--- src/rtl/param_shift_unit.sv ---
// Iterative log-shifter (SLL/SRA/SRL/ROR) with a start/done handshake, one shift-amount bit per cycle.
// Optional macro SHIFT_EARLY_EXIT_EN finishes as soon as no higher shift-amount bits remain set.
module param_shift_unit #(
    parameter int WIDTH   = 32,
    parameter int SHAMT_W = 5
) (
    input  logic               clock,
    input  logic               reset,
    input  logic               start,
    input  logic [1:0]         op,
    input  logic [WIDTH-1:0]   data_in,
    input  logic [SHAMT_W-1:0] shamt,
    output logic               busy,
    output logic               done,
    output logic [WIDTH-1:0]   result
);

    typedef enum logic [1:0] {
        IDLE  = 2'b00,
        SHIFT = 2'b01,
        DONE  = 2'b10
    } stateT;

    localparam logic [1:0] OP_SLL = 2'b00;
    localparam logic [1:0] OP_SRA = 2'b01;
    localparam logic [1:0] OP_SRL = 2'b10;
    localparam logic [1:0] OP_ROR = 2'b11;

    localparam logic [SHAMT_W:0] fullWidth = (SHAMT_W+1)'(WIDTH);

    stateT              state;
    logic [WIDTH-1:0]   workReg;
    logic [1:0]         opReg;
    logic               signBit;
    // Remaining shift-amount bits; bit 0 always belongs to the current stage.
    logic [SHAMT_W-1:0] shamtRem;
    // One-hot stage weight 2^k, doubling every SHIFT cycle.
    logic [SHAMT_W-1:0] stepAmt;

    logic [WIDTH-1:0]   nextWork;
    logic [SHAMT_W:0]   backAmt;
    logic               lastStage;

    always_comb begin
        nextWork = workReg;
        backAmt  = fullWidth - {1'b0, stepAmt};
        if (shamtRem[0]) begin
            unique case (opReg)
                OP_SLL: nextWork = workReg << stepAmt;
                OP_SRA: nextWork = (workReg >> stepAmt) | ({WIDTH{signBit}} << backAmt);
                OP_SRL: nextWork = workReg >> stepAmt;
                OP_ROR: nextWork = (workReg >> stepAmt) | (workReg << backAmt);
                default: nextWork = workReg;
            endcase
        end
    end

    always_comb begin
        lastStage = stepAmt[SHAMT_W-1];
`ifdef SHIFT_EARLY_EXIT_EN
        if ((shamtRem >> 1) == '0) begin
            lastStage = 1'b1;
        end
`else
        lastStage = stepAmt[SHAMT_W-1];
`endif
    end

    always_ff @(posedge clock) begin
        if (reset) begin
            state    <= IDLE;
            workReg  <= '0;
            opReg    <= '0;
            signBit  <= 1'b0;
            shamtRem <= '0;
            stepAmt  <= '0;
            busy     <= 1'b0;
            done     <= 1'b0;
            result   <= '0;
        end else begin
            done <= 1'b0;
            unique case (state)
                IDLE: begin
                    if (start) begin
                        workReg  <= data_in;
                        opReg    <= op;
                        signBit  <= data_in[WIDTH-1];
                        shamtRem <= shamt;
                        stepAmt  <= SHAMT_W'(1);
                        busy     <= 1'b1;
                        state    <= SHIFT;
                    end
                end
                SHIFT: begin
                    workReg  <= nextWork;
                    shamtRem <= shamtRem >> 1;
                    stepAmt  <= stepAmt << 1;
                    if (lastStage) begin
                        result <= nextWork;
                        done   <= 1'b1;
                        state  <= DONE;
                    end
                end
                DONE: begin
                    busy  <= 1'b0;
                    state <= IDLE;
                end
                default: begin
                    busy  <= 1'b0;
                    state <= IDLE;
                end
            endcase
        end
    end

endmodule
--- config.mk ---
export PLATFORM = sky130hd
export DESIGN_NAME = param_shift_unit
export DESIGN_NICKNAME = d
export VERILOG_FILES = /design/src/rtl/param_shift_unit.sv
export SDC_FILE = /design/constraint.sdc
export NUM_CORES = 1
export LEC_CHECK = 0
export BUFFER_PORTS_ARGS = -buffer_cell sky130_fd_sc_hd__buf_2
export CAP_MARGIN = 20
export CORE_ASPECT_RATIO = 1.75
export CORE_MARGIN = 3
export CORE_UTILIZATION = 40
export DETAILED_ROUTE_END_ITERATION = 8
export SYNTH_ARGS = -nofsm -noshare
export SYNTH_HDL_FRONTEND = slang
export SYNTH_SLANG_ARGS = --single-unit
--- constraint.sdc ---
create_clock -name clock -period 7.5 [get_ports clock]
set_input_delay 0.375 -clock clock [delete_from_list [all_inputs] [get_ports clock]]
set_output_delay 0.375 -clock clock [all_outputs]
set_load 0.005 [all_outputs]
# ---- Yosys cells after proc, flatten, opt, wreduce, memory -nomap -nowiden
# Index checks and enable logic that the tools add are counted.
dict set report classes {
  reduce_logical 9
  add_sub_neg 1
  shifts 4
  muxes 14
  n_eq_ne 6
  n_bitwise 3
}
# operator n
set op_table {}
lappend op_table {{32-bit case mux with 4 select lines} 1}
lappend op_table {{32-bit 2-to-1 mux} 2}
lappend op_table {{32-bit bitwise OR} 2}
lappend op_table {{32-bit case mux with 2 select lines} 1}
lappend op_table {{32-bit by 6-bit << shifter with 32-bit output} 2}
lappend op_table {{32-bit by 5-bit << shifter with 32-bit output} 1}
lappend op_table {{32-bit by 5-bit >> shifter with 32-bit output} 1}
lappend op_table {{5-bit case mux with 2 select lines} 2}
lappend op_table {{5-bit 2-to-1 mux} 2}
lappend op_table {{2-bit AND reduction} 5}
lappend op_table {{6-bit by 5-bit subtractor with 6-bit output, first input constant} 1}
lappend op_table {{2-bit by 1-bit equality test with 1-bit output, second input constant} 2}
lappend op_table {{2-bit equality test, second input constant} 2}
lappend op_table {{2-bit logical NOT} 2}
lappend op_table {{2-bit 2-to-1 mux} 2}
lappend op_table {{2-bit != test, second input constant} 2}
lappend op_table {{2-bit case mux with 2 select lines} 1}
lappend op_table {{1-bit 2-to-1 mux} 2}
lappend op_table {{1-bit case mux with 2 select lines} 1}
lappend op_table {{2-bit nonzero test} 1}
lappend op_table {{2-bit OR reduction} 1}
lappend op_table {{1-bit inverter} 1}
dict set report word_totals {
  input_bits 42
  register_bits 81
  output_inout_bits 34
  word_cells 46
}

# ---- Logic depth before layout (Yosys ltp)
# Gate-level depths: netlist of run 1.
dict set report logic_depth {
  depth_word 6
  mapped_depth 17
  mapped_depth_nobuf 9
}

# ---- Worst setup path after synthesis of run 1
# Ideal clock, no wire load.
dict set report synth_path {
  path_kind {flip-flop to flip-flop}
  from {register stepAmt[0]}
  to {register result[13]}
  setup_time_ps 133
  synth_period_minus_slack_ps 3227
  path_stages_with_launch 16
  t_required_ps 7367
  path_slack_ps 4273
  arrival_ps 3095
  path_buffers 6
  cell_sequence {dfxtp_1 buf_6 inv_1 buf_2 buf_4 buf_2 ha_1 xor2_1 buf_6 buf_6 mux4_2 mux2_2 nor2_1 nor2_1 nor4b_1 o41ai_1}
}
dict set report synth_between {
  elab_chain_len 5
}
# item line
set synth_rtl {}
lappend synth_rtl {{start: declaration} 38} ;# logic [SHAMT_W-1:0] stepAmt;
lappend synth_rtl {{start signal: assignment} 97} ;# stepAmt <= stepAmt << 1;
lappend synth_rtl {{6-bit by 5-bit subtractor with 6-bit output} 46} ;# backAmt = fullWidth - {1'b0, stepAmt};
lappend synth_rtl {{32-bit by 6-bit << shifter with 32-bit output, on equally long branches} {52, 50}}
lappend synth_rtl {{32-bit bitwise OR, on equally long branches} {52, 50}}
lappend synth_rtl {{32-bit case mux with 4 select lines (*)} 48} ;# unique case (opReg)
lappend synth_rtl {{32-bit 2-to-1 mux (*)} 47} ;# if (shamtRem[0]) begin
lappend synth_rtl {{end signal: assignment} 99} ;# result <= nextWork;
lappend synth_rtl {{end: declaration} 15} ;# output logic [WIDTH-1:0] result
# Every way passes the cells marked *; elsewhere a longest branch is shown, timed or not.
# A chain may end at the register's enable or synchronous reset.

# ---- Worst setup path after layout of run 1
dict set report layout_path {
  from {register stepAmt[0]}
  to {register workReg[25]}
}
dict set report layout_between {
  elab_chain_len 6
}
# item line
set layout_rtl {}
lappend layout_rtl {{6-bit by 5-bit subtractor with 6-bit output} 46}
lappend layout_rtl {{32-bit by 6-bit << shifter with 32-bit output, on equally long branches} {52, 50}}
lappend layout_rtl {{32-bit bitwise OR, on equally long branches} {52, 50}}
lappend layout_rtl {{32-bit case mux with 4 select lines (*)} 48}
lappend layout_rtl {{32-bit 2-to-1 mux (*)} 47}
lappend layout_rtl {{32-bit case mux with 2 select lines (*)} 82} ;# unique case (state)
lappend layout_rtl {{end signal: assignment} 85} ;# workReg <= data_in;
lappend layout_rtl {{end signal: assignment} 95} ;# workReg <= nextWork;
lappend layout_rtl {{end: declaration} 32} ;# logic [WIDTH-1:0] workReg;
# Marks and branches as above.

==> impl_metrics.py, run 1 <==
metrics = {
    "timing": {
        "rsz0062_at_grt": "false",
        "clock.fmax_ghz": 0.246,
        "hold_viol": 0,
        "drv_slew": 0,
        "setup-tns-final_ns": 0,
        "skew_ns": 0.0189,
        "slew_headroom_pct": 31.9,
        "fin_crit_sh_pct": 54.3,
        "worstMarginPinSlew_ns": 1.01,
        "setup_violations": 0,
        "fin_crit_ns": 4.07,
    },
    "cells_and_area": {
        "drive_above_1_share_pct": 23.0,
        "final_cells": 1440,
        "antenna_cells": 0,
        "final_nets": 1175,
        "syn2layout_area_growth_pct": 5.35,
        "utilization_pct": 43.1,
    },
    "clock_tree": {
        "clockRootBuffer": "clkbuf_16",
        "cts.repair.resized": 0,
        "ctsHoldBuffers": 0,
        "numCtsBuffers": 9,
        "cts_tree": "done",
        "cts_sinks": 81,
        "clock_path_buffers": 2,
        "post_cts_buffers": 0,
        "htree_levels": 3,
        "path_clk_slew_ns": 0.06,
        "clk_latency_ns": 0.37,
    },
    "floorplan": {
        "io_pins": 76,
        "die_width_um": 123,
        "core_area_mm2": 0.0235,
        "dieArea_mm2": 0.0260,
        "rows": 74,
        "die_h_um": 211,
        "start_util_pct": 40.9,
    },
    "detailed_routing": {
        "drt-total-wl_mm": 47.1,
        "vias": 10500,
        "drtPass1Iterations": 6,
        "postRouteAntennaNets": 0,
        "routed_via_density": 7.30,
        "wire_per_inst_um": 32.7,
        "drt_iter0_drc": 1536,
        "drc_errors": 0,
    },
    "worst_setup_path": {
        "crit_path_end_kind": "flip-flop",
        "worstPathRequired_ns": 7.70,
        "crit_buf_inv": 1,
        "startpoint_type": "flip-flop",
        "slowest_stage": "buf_4",
        "cp_cell_sequence": "buf_4, mux4_1, nor2_1, a21o_1, o221a_2, o21ai_0, o32ai_1, o22ai_1",
        "cpLargestDelayFamily": "compound AO/OA/AOI/OAI gates",
        "crit_type": "flip-flop to flip-flop",
        "worst-endpoint-arrival_ns": 4.27,
        "critical_path.max_fanout": 61,
        "critPathMaxStageDelay_ns": 0.85,
    },
    "global_route": {
        "antenna_found_initial": 0,
        "grt_pass1_vias": 10200,
        "track_usage_pct": 36.2,
        "grt.overflow.total": 0,
        "grt_first_pass_wirelength_mm": 69.0,
        "grt_max_degree": 83,
    },
    "logic_synthesis": {
        "yosys-top-cells-area": "dfxtp_1, mux4_2, mux2i_1",
        "synth_edf_count": 0,
        "synth_cell_types": 86,
        "synth_most_common_cell": "nand2_1",
        "synthFlopType": "dfxtp_1",
        "synth_fp_nets": 1206,
        "synth-seq-cells": 81,
        "synth_top_area_share_pct": 16.9,
        "ys_warn_count": 0,
        "syn_area_mm2": 0.00962,
        "yosys.area.top_type": "dfxtp_1",
        "ys_top_cells_by_count": "nand2_1, nor2_1, dfxtp_1, clkbuf_1, a21oi_1",
        "avgSynthCellArea_um2": 8.27,
        "synth-seq-area-share_pct": 16.9,
        "postSynthCellCount": 1163,
        "synth-async-reset-ratio_pct": 0,
    },
    "placement": {
        "dp.cells": 1425,
        "dp_hpwl_mm": 34.2,
        "portBuffers": 75,
        "place.gp.congestion": 1.07,
    },
    "power": {
        "p_clk_share_pct": 28.9,
        "power_density_mw_per_mm2": 162,
        "p_int_mw": 0.968,
        "p_leak_nw": 3.54,
        "power_mw": 1.64,
        "p_sw_share_pct": 41.1,
        "ir_drop_v": 0.000160,
        "power_frac_seq_pct": 34.0,
        "p_sw_mw": 0.675,
        "combPwrFrac_pct": 37.1,
    },
    "status": {
        "status": "completed",
    },
    "min_path": {
        "holdCritPathClass": "input pin to flip-flop",
    },
    "run": {
        "maxCapViolCount": 0,
    },
}
[layout make-up]
cell class	instances	area (um2)
multi-input combinational	927	7200
inverter	11	41.3
timing repair buffer	102	578
sequential	81	1630
fill	2443	13400
clock inverter	3	47.5
clock buffer	12	256
tap	304	380
[state kept, by name, summed over array words and instances (netlist names)]
register and count:
stepAmt 5, shamtRem 5, workReg 32, signBit 1, result 32, opReg 2
done 1, state 2, busy 1
[through the flow]
| step | worst slack (ns) | cell area (um2) | hold slack, ns |
|---|---|---|---|
| after floorplan | 4.27 | 9620 | 0.448 |
| after global placement | 3.51 | 9830 | 0.443 |
| after detailed placement | 3.47 | 9830 | 0.450 |
| after CTS | 3.45 | 10100 | 0.247 |
| after global routing | 3.20 | 10100 | 0.268 |
| final | 3.43 | 10100 | 0.252 |
[worst min-delay path, delay by kind of cell]
kind | cells | cell delay (ns)
buffers and inverters | 1 | 0.10
AOI/OAI and AO/OA | 1 | 0.05
and+or+nand+nor | 1 | 0.04
[cell usage in the layout (no fill, tap or decap), types with 6 or more instances in the layout]
master / Yosys / layout
a21oi_1: 70 / 70
a32oi_1: 6 / 6
nor4_1: 6 / 6
inv_1: 11 / 11
o2111ai_1: 6 / 6
buf_2: 30 / 75
a22oi_1: 27 / 27
nand3_1: 35 / 35
a211o_1: 10 / 10
clkbuf_16: 0 / 9
o221ai_1: 16 / 16
mux2i_1: 60 / 60
o22ai_1: 23 / 23
mux4_2: 69 / 69
o211ai_1: 17 / 17
and3_1: 6 / 6
or2_2: 6 / 6
a311oi_1: 6 / 6
a31oi_1: 9 / 9
a21o_1: 8 / 8
nor2b_1: 6 / 6
nor2_1: 119 / 118
o21ai_0: 52 / 52
o32ai_1: 8 / 8
buf_4: 14 / 27
mux4_1: 12 / 12
nor3_1: 33 / 33
dfxtp_1: 81 / 76
nand2_1: 149 / 148
or3_1: 14 / 14
a211oi_1: 14 / 14
mux2_2: 36 / 36
[per-layer routing]
metal | global-route usage, % | part of all wire, % | wire length, um
met4 | 25.9 | 9.1 | 4270
met1 | 43.0 | 35 | 16700
met5 | 0 | 0 | 0
met3 | 4.88 | 7.0 | 3320
met2 | 59.1 | 48 | 22800
[cells by family (layout without fill, tap and decap cells)]
group,count (synthesis),in the layout,synth area share (%)
mux,177,177,29.9
buf+inv,155,128,8.51
simple gates,403,403,19.1
flops,81,81,16.9
xor+xnor,3,3,0.273
fa+ha+maj,1,1,0.130
compound gates,343,343,25.2
[final timing paths]
path                    from          end  slack, ns  cells past startpoint
setup reg to reg  stepAmt[0]  workReg[25]       3.43                      8
hold reg to reg    result[5]    result[5]       0.46                      2
setup / recovery  stepAmt[0]  workReg[25]       3.43                      8
hold / removal         op[1]     opReg[1]       0.25                      3
[power by group through the flow]
| stage | Sequential [mW] | Clock [mW] | Combinational, mW |
|---|---|---|---|
| 2_1_floorplan | 0.476 | 0 | 0.473 |
| 3_3_place_gp | 0.560 | 0 | 0.590 |
| 4_1_cts | 0.553 | 0.479 | 0.594 |
| 5_1_grt | 0.561 | 0.493 | 0.639 |
| 6_report | 0.559 | 0.475 | 0.609 |
| 3_5_place_dp | 0.562 | 0 | 0.591 |
(Power assumes the default switching activity.)
==> inputs of run 2 (changes only) <==
- clock period: 7.5 -> 4.25 ns (I/O delays scaled with it)
==> impl_metrics.py, run 2 (synthesis results as in run 1) <==
metrics = {
    "cells_and_area": {
        "reg_top3": "result: 32 flops, workReg: 32 flops",
        "fillerInstances": 2456,
        "finalInstanceArea_mm2": 0.0104,
        "antenna_cells": 0,
        "syn2layout_area_growth_pct": 8.08,
        "drive_above_1_share_pct": 24.7,
        "most-common-layout-cells": "nand2_1, nor2_1, dfxtp_1",
        "final_nets": 1202,
        "layout_commonest_cell": "nand2_1",
    },
    "clock_tree": {
        "cts_tree": "done",
        "path_clk_slew_ns": 0.06,
        "clockRootBuffer": "clkbuf_16",
        "post_cts_buffers": 0,
        "ctsHoldBuffers": 0,
        "numCtsBuffers": 9,
        "htree_levels": 3,
        "cts.repair.resized": 0,
        "clock_path_buffers": 2,
        "cts_sinks": 81,
        "clk_latency_ns": 0.35,
    },
    "global_route": {
        "grt_max_degree": 95,
        "grt_pass1_vias": 10300,
        "grt.overflow.total": 0,
        "grt_util_met2_pct": 59.9,
        "track_usage_pct": 37.1,
        "grt_first_pass_wirelength_mm": 70.4,
        "met1_usage_pct": 43.9,
        "antenna_found_initial": 1,
        "busiest_layer": "met2",
        "gr-usage-met3_pct": 5.87,
    },
    "timing": {
        "skew_ns": 0.00446,
        "worstMarginPinSlew_ns": 1.08,
        "setup_ws_ns": 0.533,
        "fin_crit_ns": 3.72,
        "clock.fmax_ghz": 0.269,
        "setup-tns-final_ns": 0,
        "slew_headroom_pct": 28.1,
        "hold_viol": 0,
        "drv_slew": 0,
        "setup_violations": 0,
        "rsz0062_at_grt": "false",
        "fin_crit_sh_pct": 87.5,
    },
    "worst_setup_path": {
        "critPathMaxStageDelay_ns": 0.75,
        "worstPathRequired_ns": 4.46,
        "slowest_stage": "mux4_1",
        "crit_buf_inv": 2,
        "cp_cell_sequence": "buf_4, mux4_1, mux2_2, nor2_1, a211oi_1, nor4_1, buf_4, or3_1, a21oi_1",
        "worst-endpoint-arrival_ns": 3.93,
        "crit_path_end_kind": "flip-flop",
        "rr_worst_depth": 9,
        "startpoint_type": "flip-flop",
        "cpLargestDelayFamily": "multiplexers",
        "crit_type": "flip-flop to flip-flop",
        "crit_top_cell": "buf_4",
        "path_depth": 9,
        "critical_path.max_fanout": 45,
    },
    "detailed_routing": {
        "postRouteAntennaNets": 0,
        "drc_errors": 0,
        "drt_iter0_drc": 1445,
        "routed_via_density": 7.26,
        "drt-total-wl_mm": 48.4,
        "drtPass1Iterations": 6,
        "vias": 10700,
        "wire_per_inst_um": 33.0,
    },
    "floorplan": {
        "core_area_mm2": 0.0235,
        "io_pins": 76,
        "rows": 74,
        "start_util_pct": 40.9,
        "dieArea_mm2": 0.0260,
        "die_h_um": 211,
        "die_width_um": 123,
    },
    "placement": {
        "place.gp.congestion": 1.08,
        "dp_hpwl_mm": 35.1,
        "placed_cell_area_mm2": 0.0101,
        "portBuffers": 75,
        "pre_cts_ws_ns": 0.629,
    },
    "status": {
        "status": "completed",
    },
    "power": {
        "ir_drop_v": 0.000319,
        "power_mw": 2.95,
        "p_leak_nw": 3.69,
        "power_density_mw_per_mm2": 284,
    },
    "min_path": {
        "holdPathStages": 3,
        "holdCritPathClass": "input pin to flip-flop",
    },
    "run": {
        "maxCapViolCount": 0,
    },
}
[run 2: cell types whose count changed in the layout (fill, tap and decap cells not counted)]
| cell | change |
|---|---|
| clkbuf_1 | +2 |
| buf_12 | +4 |
| buf_4 | +23 |
| clkbuf_8 | -2 |
| clkinv_4 | +2 |
| inv_6 | -2 |
| bufinv_16 | +1 |
[run 2: cell type report]
class | count | area, um2 | area share [%]
Inverter | 11 | 41.3 | 0.397
Tap cell | 304 | 380 | 3.66
Clock inverter | 4 | 77.6 | 0.746
Multi-Input combinational cell | 927 | 7200 | 69.2
Timing Repair Buffer | 129 | 831 | 7.99
Sequential cell | 81 | 1630 | 15.7
Clock buffer | 12 | 236 | 2.27
[run 2: final timing paths]
path | start | to | slack (ns)
max reg2reg | stepAmt[0] | result[17] | 0.53
min reg2reg | result[22] | result[22] | 0.45
max | stepAmt[0] | result[17] | 0.53
min | op[1] | opReg[1] | 0.1
[run 2: worst reg2reg max path, stage by stage (launching register included)]
cell	delay (ns)
dfxtp_4	0.42
buf_4	0.61
mux4_1	0.81
mux2_2	0.35
nor2_1	0.20
a211oi_1	0.09
nor4_1	0.69
buf_4	0.26
or3_1	0.12
a21oi_1	0.06
[run 2: where the power goes]
part | switching [mW] | internal, mW
logic | 0.697 | 0.443
registers | 0.172 | 0.797
clock network | 0.324 | 0.517
[run 2: metrics by stage]
step                      hold slack [ns]  std cells  utilization (%)
after floorplan                     0.348       1163                -
after global placement              0.441       1452             42.9
after detailed placement            0.447       1452             42.9
after CTS                          0.0891       1468             44.2
after global routing                0.116       1468             44.2
final                              0.0957       1468             44.2
[run 2: metal layers]
layer  up-vias  wire length [um]
met5         -                20
met4         2              4330
met3       222              3890
met2       743             23200
met1      5213             16900
li1       4475                 -
